[src/rtl/pipe_pkg.sv]
//------------------------------------------------------------------------------
// Module   : pipe_pkg
// Brief    : Shared state encoding and default widths for the pipeline skid stage.
// Revision : 1.0 - initial release
//------------------------------------------------------------------------------
`default_nettype none

package pipe_pkg;

  localparam int unsigned c_DATA_W = 32;
  localparam int unsigned c_CTRL_W = 8;

  typedef enum logic [1:0] {
    EMPTY = 2'd0,
    HALF  = 2'd1,
    FULL  = 2'd2
  } state_t;

endpackage

`default_nettype wire

[src/rtl/pipe_slot.sv]
//------------------------------------------------------------------------------
// Module   : pipe_slot
// Brief    : One payload+control register; control can be cleared independently.
// Revision : 1.0 - initial release
//------------------------------------------------------------------------------
`default_nettype none

module pipe_slot #(
  parameter int unsigned DATA_W = 32,
  parameter int unsigned CTRL_W = 8
) (
  input  logic              clk,
  input  logic              resetn,
  input  logic              load,
  input  logic              clr_ctrl,
  input  logic [DATA_W-1:0] d_data,
  input  logic [CTRL_W-1:0] d_ctrl,
  output logic [DATA_W-1:0] q_data,
  output logic [CTRL_W-1:0] q_ctrl
);

  logic [DATA_W-1:0] r_data;
  logic [CTRL_W-1:0] r_ctrl;

  // Clear takes priority over load so a squashed entry never leaves live control.
  always_ff @(posedge clk or negedge resetn) begin
    if (!resetn) begin
      r_data <= '0;
      r_ctrl <= '0;
    end else begin
      if (load) begin
        r_data <= d_data;
      end
      if (clr_ctrl) begin
        r_ctrl <= '0;
      end else if (load) begin
        r_ctrl <= d_ctrl;
      end
    end
  end

  assign q_data = r_data;
  assign q_ctrl = r_ctrl;

endmodule

`default_nettype wire

[src/rtl/pipe_skid_stage.sv]
//------------------------------------------------------------------------------
// Module   : pipe_skid_stage
// Brief    : Two-entry registered skid buffer between pipeline stages with flush.
// Revision : 1.0 - initial release
//------------------------------------------------------------------------------
`default_nettype none

module pipe_skid_stage
  import pipe_pkg::*;
#(
  parameter int unsigned DATA_W = c_DATA_W,
  parameter int unsigned CTRL_W = c_CTRL_W
) (
  input  logic              clk,
  input  logic              resetn,
  input  logic              flush,
  input  logic              in_valid,
  output logic              in_ready,
  input  logic [DATA_W-1:0] in_data,
  input  logic [CTRL_W-1:0] in_ctrl,
  output logic              out_valid,
  input  logic              out_ready,
  output logic [DATA_W-1:0] out_data,
  output logic [CTRL_W-1:0] out_ctrl,
  output logic [1:0]        occupancy
);

  state_t r_state;
  state_t w_state_nxt;

  logic              w_accept;
  logic              w_emit;
  logic              w_main_load;
  logic              w_main_clr;
  logic              w_skid_load;
  logic              w_skid_clr;
  logic [DATA_W-1:0] w_main_d_data;
  logic [CTRL_W-1:0] w_main_d_ctrl;
  logic [DATA_W-1:0] w_skid_data;
  logic [CTRL_W-1:0] w_skid_ctrl;

  assign in_ready  = (r_state != FULL) && resetn;
  assign out_valid = (r_state != EMPTY);
  assign occupancy = r_state;

  assign w_accept = in_valid && in_ready;
  assign w_emit   = out_valid && out_ready;

  // Only the FULL->HALF promotion refills main from skid.
  assign w_main_d_data = (r_state == FULL) ? w_skid_data : in_data;
  assign w_main_d_ctrl = (r_state == FULL) ? w_skid_ctrl : in_ctrl;

  always_ff @(posedge clk or negedge resetn) begin
    if (!resetn) begin
      r_state <= EMPTY;
    end else begin
      r_state <= w_state_nxt;
    end
  end

  always_comb begin
    w_state_nxt = r_state;
    w_main_load = 1'b0;
    w_main_clr  = 1'b0;
    w_skid_load = 1'b0;
    w_skid_clr  = 1'b0;
    case (r_state)
      EMPTY: begin
        if (w_accept) begin
          w_state_nxt = HALF;
          w_main_load = 1'b1;
        end
      end
      HALF: begin
        if (w_accept && w_emit) begin
          w_main_load = 1'b1;
        end else if (w_accept) begin
          w_state_nxt = FULL;
          w_skid_load = 1'b1;
        end else if (w_emit) begin
          // Drop main control so out_ctrl reads zero once the stage drains.
          w_state_nxt = EMPTY;
          w_main_clr  = 1'b1;
        end
      end
      FULL: begin
        if (w_emit) begin
          w_state_nxt = HALF;
          w_main_load = 1'b1;
          w_skid_clr  = 1'b1;
        end
      end
      default: begin
        w_state_nxt = EMPTY;
      end
    endcase
    if (flush) begin
      w_state_nxt = EMPTY;
      w_main_load = 1'b0;
      w_skid_load = 1'b0;
      w_main_clr  = 1'b1;
      w_skid_clr  = 1'b1;
    end
  end

  pipe_slot #(
    .DATA_W (DATA_W),
    .CTRL_W (CTRL_W)
  ) u_main_slot (
    .clk      (clk),
    .resetn   (resetn),
    .load     (w_main_load),
    .clr_ctrl (w_main_clr),
    .d_data   (w_main_d_data),
    .d_ctrl   (w_main_d_ctrl),
    .q_data   (out_data),
    .q_ctrl   (out_ctrl)
  );

  pipe_slot #(
    .DATA_W (DATA_W),
    .CTRL_W (CTRL_W)
  ) u_skid_slot (
    .clk      (clk),
    .resetn   (resetn),
    .load     (w_skid_load),
    .clr_ctrl (w_skid_clr),
    .d_data   (in_data),
    .d_ctrl   (in_ctrl),
    .q_data   (w_skid_data),
    .q_ctrl   (w_skid_ctrl)
  );

endmodule

`default_nettype wire

[config.mk]
export PLATFORM = sky130hd
export DESIGN_NAME = pipe_skid_stage
export DESIGN_NICKNAME = d
export VERILOG_FILES = /design/src/rtl/pipe_pkg.sv /design/src/rtl/pipe_slot.sv /design/src/rtl/pipe_skid_stage.sv
export SDC_FILE = /design/constraint.sdc
export NUM_CORES = 1
export LEC_CHECK = 0
export CAP_MARGIN = 15
export CORE_ASPECT_RATIO = 0.9
export CORE_UTILIZATION = 45
export CTS_CLUSTER_SIZE = 20
export DETAILED_ROUTE_END_ITERATION = 7
export PLACE_DENSITY = 0.85
export SLEW_MARGIN = 20
export SYNTH_ARGS = -nofsm -noshare
export SYNTH_HDL_FRONTEND = slang
export SYNTH_SLANG_ARGS = --single-unit
[constraint.sdc]
create_clock -name clk -period 1.6 [get_ports clk]
set_input_delay 0.32 -clock clk [delete_from_list [all_inputs] [get_ports clk]]
set_output_delay 0.32 -clock clk [all_outputs]
set_load 0.005 [all_outputs]
## Yosys cells after proc, flatten, opt, wreduce, memory -nomap -nowiden

Index checks and enable logic that the tools add are counted.

| cells by class | value |
|---|---|
| equality and inequality tests | 7 |
| multiplexer cells | 27 |
| reduce and logical (&&, ||, !) cells | 9 |

Operators by type and width:

| operator | count |
|---|---|
| 8-bit two-way mux | 5 |
| 32-bit two-way mux | 1 |
| 1-bit two-way mux | 13 |
| 2-bit two-way mux | 6 |
| 3-bit inequality test, second input constant | 3 |
| 2-bit one-hot mux with 3 select lines | 1 |
| 2-bit nonzero test | 3 |
| 1-bit logical AND | 4 |
| 4-bit inequality test, second input constant | 1 |
| 4-bit AND reduction | 1 |
| 1-bit one-hot mux with 3 select lines | 1 |
| 2-bit by 1-bit equality test with 1-bit output, second input constant | 1 |
| 2-bit equality test, second input constant | 1 |
| 2-bit logical NOT | 1 |
| 2-bit inequality test, second input constant | 1 |

| storage, ports and cells | value |
|---|---|
| input bits | 45 |
| bits in registers | 82 |

## Logic depth before layout (Yosys ltp)

Gate-level depths: netlist of the first run.

| logic depth | value |
|---|---|
| depth in word-level cells | 9 |
| depth in mapped cells | 6 |

## Modules after synthesis

Synthesis of the first run repeated with hierarchy kept, for this count alone.

| unflattened totals | value |
|---|---|
| cells, all modules | 254 |
| area, all modules | 4,179.0 sq um |

By module, submodules not included:

| module | instances | area an instance (sq um) | seq. area each (sq um) | cells an instance |
|---|---|---|---|---|
| pipe_slot | 2 | 1,651.6 | 1,001.0 | 94 |
| pipe_skid_stage | 1 | 875.8 | 50.0 | 66 |

## Least setup slack after synthesis of the first run

Ideal clock, no wire load.

| path | value |
|---|---|
| path type | register to register |
| start | register r_state[1], in the netlist occupancy[1] |
| end | register u_skid_slot.r_data[31], in the netlist u_skid_slot.q_data[31] |
| path slack | -0.021 ns |
| arrival | 1.493 ns |
| cell stages (with the launch flop) | 6 |
| buffers on the path | 2 |
| clock period less this slack | 1.621 ns |
| data required time | 1.473 ns |
| path through | dfrtp_1 nor4b_2 and2b_1 buf_6 buf_6 mux2_1 |

| on the way | value |
|---|---|
| word-level cells in the longest chain between the ends | 7 |
| elaborated cells on any way between the ends | 11 |

RTL lines:

| element | line | text |
|---|---|---|
| start: declaration | pipe_skid_stage.sv:28 | `state_t r_state;` |
| start signal: assignment | pipe_skid_stage.sv:57 | `r_state <= w_state_nxt;` |
| 2-bit inequality test | pipe_skid_stage.sv:42 | `assign in_ready = (r_state != FULL) && resetn;` |
| 1-bit logical AND | pipe_skid_stage.sv:42 |  |
| 1-bit logical AND | pipe_skid_stage.sv:46 | `assign w_accept = in_valid && in_ready;` |
| 1-bit two-way mux or 1-bit logical AND (tied branches) | pipe_skid_stage.sv:77, pipe_skid_stage.sv:75 |  |
| 1-bit two-way mux | pipe_skid_stage.sv:75 | `if (w_accept && w_emit) begin` |
| 1-bit two-way mux (*) | pipe_skid_stage.sv:67 | `case (r_state)` |
| 1-bit two-way mux (*) | pipe_skid_stage.sv:97 | `if (flush) begin` |
| end signal: assignment | pipe_slot.sv:32 | `r_data <= d_data;` |
| end: declaration | pipe_slot.sv:22 | `logic [DATA_W-1:0] r_data;` |

Every way passes the cells marked *; elsewhere a longest branch is shown, timed or not.
A chain may end at the register's enable or synchronous reset.

## Worst setup path in the final report of the first run

| path | value |
|---|---|
| start | register r_state[0], in the netlist occupancy[0] |
| end | register u_main_slot.r_data[18], in the netlist u_main_slot.q_data[18] |

| on the way | value |
|---|---|
| word-level cells in the longest chain between the ends | 7 |
| elaborated cells on any way between the ends | 15 |

RTL lines:

| element | line |
|---|---|
| 2-bit inequality test | pipe_skid_stage.sv:42 |
| 1-bit logical AND | pipe_skid_stage.sv:42 |
| 1-bit logical AND | pipe_skid_stage.sv:46 |
| 1-bit logical AND | pipe_skid_stage.sv:75 |
| 1-bit two-way mux | pipe_skid_stage.sv:75 |
| 1-bit one-hot mux with 3 select lines | pipe_skid_stage.sv:67 |
| 1-bit two-way mux | pipe_skid_stage.sv:97 |
| end signal: assignment | pipe_slot.sv:32 |
| end: declaration | pipe_slot.sv:22 |

Several ways; a longest one is shown, not always the timed one.

==> results.txt, run 1 <==
* Total power: 5.76 mW
* Clock input transition at the sequential cells of the worst setup and hold paths: 90 ps
* Power per unit of standard cell area: 1040 nW/µm²
- Maximum number of pins on one net before global-route repair: 76
- The first detailed-routing pass ran for 4 iterations.
* Global-route wire length before repair: 14,500 µm
* CTS tree: built
- Family of cells with the greatest summed delay on the critical path: buffers and inverters
- After detailed placement, the design holds a cell count of 480.
* Static Leak: 2.61 nW
- The worst register-to-register path begins at occupancy[0].
* Number of sinks handled by clock tree synthesis: 82
* VDD IR max: 0.638 mV
- Measured along the x axis, the die boundary spans 99.5 µm.
* Final weighted congestion in routability-driven placement: 0.777
* Unrepaired setup endpoints after global routing: true
- Yosys mapped the design onto 30 distinct sky130hd cell types.
- The number of antenna violations at the first check in global routing came to 0.
- The routed design has 9220 µm of wire.
- For this run, design rule violations remaining after detail routing come to 0.
* Fraction of layout instances using a drive strength above 1: 38.3%
* Number of warnings issued by yosys: 0
- No sink is reached through more buffers than the 2 on the longest clock path.
* CP Depth: 8
* Core area: 8180 µm²
- Starting Density: 47.0%
* Internal reg-to-reg setup slack: -110 ps
- In this run the worst hold path is classified as in2async.
- Max Slew Vio Count: 0
- Iteration-0 DRC count of the detailed router: 69
- On the worst path, the slowest cell contributes a delay of 450 ps.
- Source-to-sink clock delay at the later pin of the worst-skew pair: 350 ps
* Area fraction of the dominant cell type after synthesis: 53.3%
* Total global routing overflow: 0
- Post-layout minimum cycle time: 1710 ps
- Headroom to the max-slew limit came out at 37.7%.
* Setup slack after placement: -486 ps
- Worst Reg-to-Reg Cells: 8
- Library cell with the largest summed area after synthesis: sky130_fd_sc_hd__dfrtp_1
- Averaged over all synthesized cells, the footprint is 14.2 µm².
- Worst hold slack: 376 ps
- Gate Count Post-Synth: 272
- Status: finished, violations left
- At the pin with the least slew margin, the transition time is 935 ps.
* Core Util, Final: 67.8%
- After synthesis the netlist holds a flip-flop and latch count of 82.
- Number of global-route vias before repair: 2,898
- Derived from the worst setup path, the maximum achievable clock frequency is 585 MHz.
* Max H-tree Level: 3
- Violations in the final reports: setup timing
* Full die area: 8930 µm²
* Final hold violations: 0
- Std-Cell Rows: 31
* WL per Instance: 17.9 µm
- Number of routed nets with antenna violations: 0
* Launching element type of the critical path: flop
- STA classifies the critical path endpoint as a flop.
- Count of buffer and inverter cells on the critical path: 4
- In this run the count of I/O pins placed on the die edge is 89.
* Final critical-path share of the clock period: 107%
- Die Height: 89.8 µm
* R2R Path End: u_main_slot.q_data[18]
* Worst-path cell with the longest stage delay: sky130_fd_sc_hd__dfrtp_2
- At the end of the flow, the number of nets in the layout was 440.
- In the post-route analysis, the smallest setup slack over all paths is -108 ps.
* Post-synth net total: 317
- After synthesis the cells add up to 3850 µm².
- Final count of negative-setup-slack endpoints: 68
- Leading cell types by total area after synthesis: sky130_fd_sc_hd__dfrtp_1 (53%), sky130_fd_sc_hd__mux2_4 (12%), sky130_fd_sc_hd__mux2i_1 (8.3%), sky130_fd_sc_hd__a21oi_2 (7.3%), sky130_fd_sc_hd__a22o_1 (3.6%)
- Post-Layout Cell Count: 515
* Class of the most critical setup path: reg2reg
* Worst path arrival time: 1990 ps
- From synthesis to final layout, the design area changed by 44.1%.
- Across the run, the number of max-cap violations was 0.
- Required time reported for the critical path endpoint: 1880 ps
- Antenna fix cells: 0
- CP cell instances: buf_6 -> nand3b_1 -> buf_4 -> a31oi_4 -> buf_12 -> clkbuf_16 -> nor2_1 -> a21oi_2
* Tot GR Track Use: 20.7%
* Detail Placement HPWL: 5320 µm
- In this run the clock root is driven by a sky130_fd_sc_hd__clkbuf_8.
- Input and output buffers added on the ports amount to 88.
- CTS buffer count: 9
- Clock skew on the completed layout was measured at 7.95 ps.
- The final route contains 2,674 vias.
* Share of the yosys chip area belonging to registers: 53.3%
- Maximum net fanout on the critical path: 7
- Using the TritonRoute via totals, the vias-per-cell ratio works out to 5.19.
metal layers:
layer / track usage (%) / up-vias / routed length, µm
met5: 0 / - / 0
met4: 5.64 / 0 / 170
met3: 5.75 / 16 / 414
met2: 35.6 / 86 / 4720
met1: 25.5 / 1349 / 3920
li1: - / 1223 / -
worst register-to-register path: cells and delay by family (launching register included):
family	cells	cell delay [ps]
and+or+nand+nor	2	220
buffers and inverters	4	660
AOI/OAI and AO/OA	2	300
DFF	1	450
per-stage QoR:
| step | TNS, ps | cell area [µm²] |
|---|---|---|
| floorplan | 0 | 3850 |
| global placement | -30990 | 4900 |
| detailed placement | -34030 | 4900 |
| CTS | -2670 | 5380 |
| global route | -7320 | 5550 |
| finish | -3890 | 5550 |
cell usage after synthesis (all sizes together):
cell type,n
a31oi,2
mux2i,32
nand2b,1
and2b,1
nand4bb,1
a21oi,32
clkbuf,2
nor2,33
a22o,16
o21ai,1
nor3,1
and2,1
nand4b,1
or2,2
and3,1
a211oi,1
inv,1
mux2,40
nor4b,1
nand3b,1
and3b,1
a311oi,1
nand2,2
dfrtp,82
buf,15
where the power goes:
| part | internal, mW | switching, mW |
|---|---|---|
| clock | 0.893 | 0.803 |
| sequential | 2.43 | 0.231 |
| combinational | 0.912 | 0.489 |
| total | 4.23 | 1.52 |
layout by cell type (no fill, tap or decap), types with 3 or more instances in the layout:
cell,n
sky130_fd_sc_hd__buf_6,12
sky130_fd_sc_hd__clkbuf_16,3
sky130_fd_sc_hd__mux2_4,32
sky130_fd_sc_hd__clkbuf_8,9
sky130_fd_sc_hd__dlymetal6s2s_1,6
sky130_fd_sc_hd__a21oi_2,32
sky130_fd_sc_hd__a22o_1,16
sky130_fd_sc_hd__clkdlybuf4s50_1,75
sky130_fd_sc_hd__buf_4,17
sky130_fd_sc_hd__nor2_4,3
sky130_fd_sc_hd__dlygate4sd2_1,3
sky130_fd_sc_hd__dfrtp_1,80
sky130_fd_sc_hd__buf_16,5
sky130_fd_sc_hd__buf_12,3
sky130_fd_sc_hd__mux2i_1,32
sky130_fd_sc_hd__mux2_2,8
sky130_fd_sc_hd__nor2_2,8
sky130_fd_sc_hd__nor2_1,22
layout make-up:
| class | count | area [µm²] |
|---|---|---|
| Sequential cell | 82 | 2050 |
| Inverter | 1 | 3.75 |
| Multi-Input combinational cell | 172 | 1680 |
| Fill cell | 579 | 2640 |
| Tap cell | 115 | 144 |
| Clock buffer | 9 | 124 |
| Timing Repair Buffer | 129 | 1440 |
| Clock inverter | 7 | 101 |
sequential cells by signal (all words and copies together) (netlist names):
| signal | cells |
|---|---|
| u_skid_slot.q_data | 32 |
| u_main_slot.q_ctrl | 8 |
| u_main_slot.q_data | 32 |
| u_skid_slot.q_ctrl | 8 |
| occupancy | 2 |
worst max-delay path by stage:
stage | startpoint | endpoint | slack (ps)
2_1_floorplan | occupancy[1] | u_skid_slot.q_data[31] | 0.6
3_3_place_gp | in_valid | u_skid_slot.q_data[16] | -460
3_5_place_dp | in_valid | u_skid_slot.q_data[3] | -490
4_1_cts | occupancy[1] | u_skid_slot.q_data[25] | -110
5_1_grt | occupancy[1] | u_main_slot.q_data[18] | -160
6_report | occupancy[0] | u_main_slot.q_data[18] | -110
logic make-up (layout without fill, tap and decap cells):
logic type,count (synthesis),count (layout),synth area share [%]
mux,72,72,22.9
compound gates,53,53,12.5
flops,82,82,53.3
buf+inv,18,146,5.26
simple gates,47,47,6.01
what timing repair did:
item,CTS,global route
pin swaps,17,12
hold buffers,1,0
hold endpoints to repair,7,0
setup buffers,10,4
resized for setup,31,32
endpoints found under the setup margin,84,84
gates cloned,3,4
(Power assumes the default switching activity.)
==> run 2: changes to the inputs <==
CORE_UTILIZATION = 47   (was 45)
CTS_BUF_LIST = sky130_fd_sc_hd__clkbuf_8   (was not set)
PLACE_DENSITY = 0.88   (was 0.85)
SETUP_SLACK_MARGIN = 0.1   (was not set)
SLEW_MARGIN = 5   (was 20)
==> results.txt, run 2 (synthesized netlist as in run 1, its figures left out) <==
- The number of antenna violations at the first check in global routing came to 0.
- For the worst setup path, the data arrival time is 1990 ps.
- The worst setup path is launched from a flop.
- The HPWL after detailed placement is 5490 µm.
- The analysis attributes to net switching a power of 1.50 mW.
* Class of the most critical setup path: reg2reg
* Total global routing overflow: 0
* Required time reported for the critical path endpoint: 1840 ps
- Number of sinks handled by clock tree synthesis: 82
* Switching share of power: 25.2%
- For this run, the top clock speed supported by timing is 570 MHz.
* Maximum net fanout on the critical path: 7
- Sequential group share of total power: 44.1%
- After routing, the total negative slack on setup checks comes to -6930 ps.
* Clock skew after layout: 9.24 ps
- The worst-case IR drop observed on VDD is 0.557 mV.
- Number of max-cap violations: 0
- Worst hold slack: 128 ps
- Most frequent standard cell in the layout excluding fill and tap cells: sky130_fd_sc_hd__dfrtp_1
* Std-Cell Rows: 30
- Clk Tree Root Cell: sky130_fd_sc_hd__clkbuf_8
- Number of global-route vias before repair: 2,830
- The clock passes through at most 2 buffers.
- The floorplan step set the die height to 87.9 µm.
- Core area: 7730 µm²
* Clk network pwr share: 33.1%
* Type of destination of the critical path: flop
- The tightest min-delay check is of the in2async type.
- Combinational logic burns 22.8% of the power.
- Filler cell count: 511
* Pin slew with the least headroom to its limit: 735 ps
- Slew margin rel.: 51.0%
* Final-stage net count: 458
* Number of DRC violations after detailed routing: 0
- Summed over all layers, the routed wires come to 9820 µm.
- The final number of max-transition violations is 0.
- Final weighted congestion in routability-driven placement: 0.733
- Antenna fix cells: 0
- Once detail routing completed, the nets flagged for antenna violations numbered 0.
* Worst Reg-to-Reg Cells: 6
* Static Leak: 2.77 nW
* Max H-tree Level: 3
- The count of buffers added on input and output ports is 88.
- The area growth from synthesis to layout is 47.0%.
- The detailed router finished its first iteration with 124 violations.
* Tot GR Track Use: 22.7%
- The first detailed-routing pass ran for 5 iterations.
* Violations in the final reports: setup timing
- Minimum setup slack in the final design: -153 ps
* Source-to-sink clock delay at the later pin of the worst-skew pair: 360 ps
- Final critical-path share of the clock period: 110%
- Total number of vias: 2,767
- The post-route netlist has 39.5% of its cells at a drive strength greater than 1.
- Power spread over the standard cell area amounts to 1050 nW/µm².
- The internal power of the cells totals 4.47 mW.
* Full die area: 8560 µm²
- # IOs: 89
- Final hold violations: 0
* CTS buffer count: 9
- Clock-pin slew was measured on the worst setup and hold paths at 90 ps.
- Starting Density: 49.8%
* WL per Instance: 19.1 µm
- TritonCTS built the clock tree.
* Unrepaired setup endpoints after global routing: true
* Post-layout minimum cycle time: 1750 ps
- Entering global routing, the biggest net connects 60 pins.
- Dividing the detail-routed via count by the number of cells gives 5.38.
* Setup slack after placement: -499 ps
- Leading cell types in the layout, fill and taps excluded: sky130_fd_sc_hd__dfrtp_1 (81), sky130_fd_sc_hd__clkdlybuf4s50_1 (41), sky130_fd_sc_hd__dlygate4sd2_1 (41)
- Horizontal die dimension: 97.4 µm
* Final count of negative-setup-slack endpoints: 76
* Core Util, Final: 73.2%
- Global-route wire length before repair: 14,800 µm
* Status: finished, violations left
## run 2: cell types whose count changed in the layout (fill, tap and decap cells not counted), moves of 5 or more
cell	change
sky130_fd_sc_hd__nor2_1	+10
sky130_fd_sc_hd__clkdlybuf4s50_1	-34
sky130_fd_sc_hd__dlymetal6s2s_1	-5
sky130_fd_sc_hd__dlygate4sd2_1	+38
sky130_fd_sc_hd__buf_4	+15
sky130_fd_sc_hd__nor2_2	-7
## run 2: cell type report
cell class / count / area, µm² / area share [%]
clock buffers: 9 / 124 / 2.19
clock inverters: 7 / 141 / 2.50
inverters: 1 / 6.26 / 0.111
multi-input cells: 172 / 1640 / 29.0
flip-flops and latches: 82 / 2050 / 36.3
well taps: 96 / 120 / 2.12
repair buffers: 147 / 1570 / 27.8
## run 2: worst paths after layout
check	start	end	slack, ps
hold / removal	resetn	u_main_slot.q_data[30]	130
setup / recovery	occupancy[1]	u_skid_slot.q_data[22]	-150
max in group asynchronous	resetn	occupancy[0]	770
min in group clk	u_skid_slot.q_ctrl[2]	u_skid_slot.q_ctrl[2]	510
hold reg to reg	u_skid_slot.q_ctrl[2]	u_skid_slot.q_ctrl[2]	510
setup reg to reg	occupancy[1]	u_skid_slot.q_data[22]	-150
## run 2: per-layer routing
metal	GRT usage (%)	up-vias	routed length, µm	share of wire (%)
met5	0	-	0	0
met4	6.95	0	153	1.6
met3	6.23	12	507	5.2
met2	38.6	83	5010	51
met1	28.8	1419	4150	42
li1	-	1253	-	-
## run 2: timing repair
action,4_1_cts,5_1_grt
buffers inserted,29,2
pin swaps,12,5
endpoints found under the setup margin,125,85
hold buffers,1,0
resized for setup,83,10
gates cloned,4,4
endpoints found under the hold margin,1,0
## run 2: power by group through the flow
stage / Sequential, mW / Clock (mW) / Combinational (mW)
3_5_place_dp: 2.66 / 0 / 1.31
3_3_place_gp: 2.66 / 0 / 1.26
6_report: 2.63 / 1.98 / 1.36
2_1_floorplan: 2.65 / 0 / 0.606
4_1_cts: 2.62 / 2.00 / 1.31
5_1_grt: 2.67 / 2.10 / 1.47
## run 2: worst max-delay path: stages (launching register included)
cell and delay [ps]:
sky130_fd_sc_hd__dfrtp_1 430, sky130_fd_sc_hd__buf_6 150, sky130_fd_sc_hd__nor4b_4 230, sky130_fd_sc_hd__and2b_2 250, sky130_fd_sc_hd__buf_4 150, sky130_fd_sc_hd__buf_16 130
sky130_fd_sc_hd__mux2_4 300
## run 2: stage by stage
step	cells	instance area [µm²]	power (mW)
finish	514	5660	5.97
CTS	509	5530	5.94
global placement	459	4890	3.92
floorplan	272	3860	3.25
global route	514	5660	6.24
detailed placement	459	4890	3.97
